[src/rtl/unidade_controle_jogo.sv]
`default_nettype none
// ============================================================================
// Module      : unidade_controle_jogo
// Description : Moore control unit for the sequence-memory game. Steps the
//               datapath (counters E and L, play register R, comparator)
//               through rounds of growing length and reports win or loss.
//               Optional inactivity timer enabled by the macro
//               UNIDADE_CONTROLE_TIMEOUT_EN. When the macro is undefined, the
//               game waits indefinitely in ESPERA and db_timeout stays 0.
// Revision    : 1.0 - initial release
// ============================================================================
module unidade_controle_jogo #(
   parameter int TIMEOUT_CYCLES = 5000
) (
   input  logic       clock,
   input  logic       reset,
   input  logic       jogar,
   input  logic       tem_jogada,
   input  logic       igual,
   input  logic       fim_seq,
   input  logic       fim_jogo,
   output logic       zera_E,
   output logic       conta_E,
   output logic       zera_L,
   output logic       conta_L,
   output logic       zera_R,
   output logic       registra_R,
   output logic       pronto,
   output logic       ganhou,
   output logic       perdeu,
   output logic       db_timeout,
   output logic [3:0] db_estado
);

   typedef enum logic [3:0] {
      INICIAL     = 4'h0,
      PREPARA     = 4'h1,
      INICIA_SEQ  = 4'h2,
      ESPERA      = 4'h3,
      REGISTRA    = 4'h4,
      COMPARA     = 4'h5,
      PROX_JOGADA = 4'h6,
      PROX_SEQ    = 4'h7,
      FIM_GANHOU  = 4'hA,
      FIM_TIMEOUT = 4'hD,
      FIM_PERDEU  = 4'hE
   } estado_t;

   estado_t estado;
   estado_t prox;

   // A window shorter than two cycles leaves the timer with no usable width.
   if (TIMEOUT_CYCLES < 2) begin : g_timeout_check
      $error("TIMEOUT_CYCLES must be at least 2");
   end

`ifdef UNIDADE_CONTROLE_TIMEOUT_EN
   localparam int TIMER_W = $clog2(TIMEOUT_CYCLES);

   logic [TIMER_W-1:0] timer;
   logic               timeout;

   // Inactivity timer: counts only while waiting for a play, cleared elsewhere
   // so every accepted play opens a fresh window.
   always_ff @(posedge clock or negedge reset) begin
      if (!reset) begin
         timer <= '0;
      end else if (estado == ESPERA) begin
         timer <= timer + TIMER_W'(1);
      end else begin
         timer <= '0;
      end
   end

   assign timeout = (estado == ESPERA) && (timer == TIMER_W'(TIMEOUT_CYCLES - 1));
`endif

   // Next-state logic; unused codes fall back to INICIAL.
   always_comb begin
      prox = estado;
      case (estado)
         INICIAL: begin
            if (jogar) prox = PREPARA;
         end
         PREPARA: begin
            prox = INICIA_SEQ;
         end
         INICIA_SEQ: begin
            prox = ESPERA;
         end
         ESPERA: begin
            // A press in the same cycle as the timeout takes priority.
            if (tem_jogada) begin
               prox = REGISTRA;
`ifdef UNIDADE_CONTROLE_TIMEOUT_EN
            end else if (timeout) begin
               prox = FIM_TIMEOUT;
`endif
            end
         end
         REGISTRA: begin
            prox = COMPARA;
         end
         COMPARA: begin
            if (!igual)         prox = FIM_PERDEU;
            else if (!fim_seq)  prox = PROX_JOGADA;
            else if (!fim_jogo) prox = PROX_SEQ;
            else                prox = FIM_GANHOU;
         end
         PROX_JOGADA: begin
            prox = ESPERA;
         end
         PROX_SEQ: begin
            prox = INICIA_SEQ;
         end
         FIM_GANHOU: begin
            if (jogar) prox = PREPARA;
         end
         FIM_PERDEU: begin
            if (jogar) prox = PREPARA;
         end
`ifdef UNIDADE_CONTROLE_TIMEOUT_EN
         FIM_TIMEOUT: begin
            if (jogar) prox = PREPARA;
         end
`endif
         default: begin
            prox = INICIAL;
         end
      endcase
   end

   // State register with outputs registered as a decode of the next state,
   // so every output is a glitch-free function of the current state.
   always_ff @(posedge clock or negedge reset) begin
      if (!reset) begin
         estado     <= INICIAL;
         zera_E     <= 1'b0;
         conta_E    <= 1'b0;
         zera_L     <= 1'b0;
         conta_L    <= 1'b0;
         zera_R     <= 1'b0;
         registra_R <= 1'b0;
         pronto     <= 1'b0;
         ganhou     <= 1'b0;
         perdeu     <= 1'b0;
         db_timeout <= 1'b0;
         db_estado  <= 4'h0;
      end else begin
         estado     <= prox;
         zera_E     <= (prox == PREPARA) || (prox == INICIA_SEQ);
         conta_E    <= (prox == PROX_JOGADA);
         zera_L     <= (prox == PREPARA);
         conta_L    <= (prox == PROX_SEQ);
         zera_R     <= (prox == PREPARA);
         registra_R <= (prox == REGISTRA);
         ganhou     <= (prox == FIM_GANHOU);
         db_estado  <= prox;
`ifdef UNIDADE_CONTROLE_TIMEOUT_EN
         pronto     <= (prox == FIM_GANHOU) || (prox == FIM_PERDEU) || (prox == FIM_TIMEOUT);
         perdeu     <= (prox == FIM_PERDEU) || (prox == FIM_TIMEOUT);
         db_timeout <= (prox == FIM_TIMEOUT);
`else
         pronto     <= (prox == FIM_GANHOU) || (prox == FIM_PERDEU);
         perdeu     <= (prox == FIM_PERDEU);
         db_timeout <= 1'b0;
`endif
      end
   end

endmodule
`default_nettype wire

[config.mk]
export PLATFORM = sky130hd
export DESIGN_NAME = unidade_controle_jogo
export DESIGN_NICKNAME = d
export VERILOG_FILES = /design/src/rtl/unidade_controle_jogo.sv
export SDC_FILE = /design/constraint.sdc
export NUM_CORES = 1
export LEC_CHECK = 0
export BUFFER_PORTS_ARGS = -buffer_cell sky130_fd_sc_hd__buf_2
export CORE_MARGIN = 2
export CORE_UTILIZATION = 40
export CTS_BUF_LIST = sky130_fd_sc_hd__clkbuf_4 sky130_fd_sc_hd__clkbuf_8
export DETAILED_ROUTE_END_ITERATION = 10
export PLACE_DENSITY_LB_ADDON = 0.25
export SKIP_LAST_GASP = 1
export SYNTH_ARGS = -nofsm -noshare
export SYNTH_HDL_FRONTEND = slang
export SYNTH_SLANG_ARGS = --single-unit
[constraint.sdc]
create_clock -name clock -period 4.3 [get_ports clock]
set_input_delay 0.86 -clock clock [delete_from_list [all_inputs] [get_ports clock]]
set_output_delay 0.86 -clock clock [all_outputs]
set_load 0.01 [all_outputs]
==> flow_metrics.tcl <==
set metrics [dict create \
    holdWs_ns 0.455 \
    synth-edff-count 0 \
    dr.pass1.iters 4 \
    dp_hpwl_um 760 \
    worstSetupStartpointType "register" \
    ioPinCount 21 \
    min_period_ns 1.84 \
    cpPeakStageDelay_ns 0.52 \
    port_buffers 19 \
    synthArstFlopShare 1.00 \
    wl_um 987 \
    fin_setup_tns_ns 0 \
    yosys_warnings 0 \
    die_x_um 42.0 \
    finClkSkew_ns 0.000639 \
    cts_made_buffers 3 \
    start_util 0.439 \
    drv_slew 0 \
    grt_antenna_before_repair 0 \
    avgSynthCellArea_sq_um 11.6 \
    area_delta_synth_final_pct 21.4 \
    grtUsageTotal 0.123 \
    drt-initial-drc-count 11 \
    cts.path.max_buffers 2 \
    antenna_cells 0 \
    synth_ff_type "dfrtp_1" \
    stdcell_count 85 \
    ant_nets 0 \
    worst-path-buf-inv 1 \
    min_path_type "input port to asynchronous set/reset pin" \
    hold_viol 0 \
    r2r-end "zera_E" \
    clk_pin_slew_worst_paths_ns 0.07 \
    clk_latency_ns 0.26 \
    htree_levels 1 \
    drive_above_1_share 0.457 \
    synth-seq-area-share 0.519 \
    r2r_cells 4 \
    leakage_nw 0.385 \
    via_count 428 \
    post_cts_buffers 0 \
    rsz0062_at_grt "false" \
    grt_pass1_vias 396 \
    syn_inst 50 \
    drc 0 \
    dpl_cell_area_sq_um 666 \
    maxCapViolations 0 \
    die_h_um 42.0 \
    crit_family "flip-flops" \
    crit_fanout 10 \
    avgViaCountPerCell 5.04 \
    grt.overflow.total 0 \
    dp.cells 81 \
    grt_max_degree 13 \
    syn_area_sq_um 578 \
    cts-root-buf "clkbuf_4" \
    final_util 0.533 \
    grt_pass1_wl_um 1640 \
    placementRows 13 \
    end_kind "output port" \
    status "completed" \
    crit_chain "buf_2" \
    cts_resized 0 \
    die_area_sq_mm 0.00177 \
    p_per_area_mw_per_mm2 589 \
    wl_per_cell_um 11.6 \
    worst_ep_arrival_time_ns 0.98 \
    finalNetCount 78 \
    ir_drop_mv 0.317 \
    cts_tree "done" \
    fmax_mhz 544 \
    setup_violations 0 \
    gp_congestion 0.761 \
    synth-seq-cells 12 \
    period_share 0.428 \
    r2r-start "estado[1]" \
    synthDistinctLibCells 28 \
    fp.coreArea_sq_mm 0.00132 \
    cts_hold_buf 0 \
    syn_nets 57 \
    r2r_slack_ns 2.74 \
    crit_required_ns 3.44 \
    worst-setup-path-type "register to output port" \
    cts_num_sinks 12 \
    final_area_sq_um 702 \
    slowest_stage "dfrtp_1" \
]
==> registers in the layout, indices dropped and copies added, names as in the netlist <==
signal and flops:
perdeu 1, registra_R 1, estado 4, conta_E 1, zera_E 1, ganhou 1, pronto 1, conta_L 1
zera_R 1
==> area by class of cell <==
class / count / area, sq um
sequential: 12 / 300
tap: 15 / 18.8
fill: 122 / 616
clock buffer: 4 / 36.3
timing repair buffer: 19 / 95.1
inverter: 3 / 11.3
multi-input combinational: 32 / 240
==> worst max-delay path by stage <==
stage               startpoint            to  slack (ns)  cells past startpoint
CTS                  estado[1]  db_estado[1]        2.45                      1
finish               estado[1]  db_estado[1]        2.46                      1
global placement         jogar        zera_E        2.46                      5
floorplan                jogar        zera_E        2.63                      4
global route         estado[0]  db_estado[0]        2.39                      1
detailed placement  tem_jogada       conta_E        2.39                      5
==> synthesized netlist by cell type, types with 2 or more instances <==
master / instances / share of area
and2_2: 3 / 0.039
or3_1: 2 / 0.022
buf_4: 2 / 0.026
nand4b_1: 2 / 0.030
inv_1: 3 / 0.019
nor3_1: 2 / 0.017
and2_1: 2 / 0.022
dfrtp_1: 12 / 0.52
o21ai_0: 2 / 0.017
nand2_1: 2 / 0.013
==> through the flow <==
| stage | power (W) | worst slack, ns |
|---|---|---|
| detailed placement | 0.000332 | 2.39 |
| global placement | 0.000330 | 2.46 |
| global route | 0.000443 | 2.39 |
| CTS | 0.000421 | 2.45 |
| floorplan | 0.000288 | 2.63 |
| finish | 0.000413 | 2.46 |
==> cell families after synthesis <==
logic type,Yosys count,synth area share
AND/OR/NAND/NOR,20,0.262
flip-flops,12,0.519
AO/OA/AOI/OAI,11,0.147
other,1,0.00649
buffers and inverters,6,0.0649
==> routing by layer <==
metal  vias to the layer above  part of all wire  global-route usage  wire length [um]
met5                         -                 0                   0                 0
met4                         0                 0              0.0563                 0
met3                         0             0.079              0.0431                78
met2                        16              0.47               0.191               463
met1                       198              0.45               0.153               445
li1                        214                 -                   -                 -
==> cells in the final DEF, fill, tap and decap left out, types with 2 or more instances in the layout <==
cell type  count
o21ai_0        2
buf_2         19
inv_1          3
and2_2         3
nand2_1        2
clkbuf_4       3
nor3_1         2
and2_1         2
or3_1          2
nand4b_1       2
dfrtp_1       12
==> power breakdown <==
part | internal, W | switching, W | total, W
Sequential | 0.000142 | 0.0000358 | 0.000178
Clock | 0.0000514 | 0.0000347 | 0.0000861
Combinational | 0.0000766 | 0.0000729 | 0.000149
Total | 0.000270 | 0.000143 | 0.000413
(Power assumes the default switching activity.)
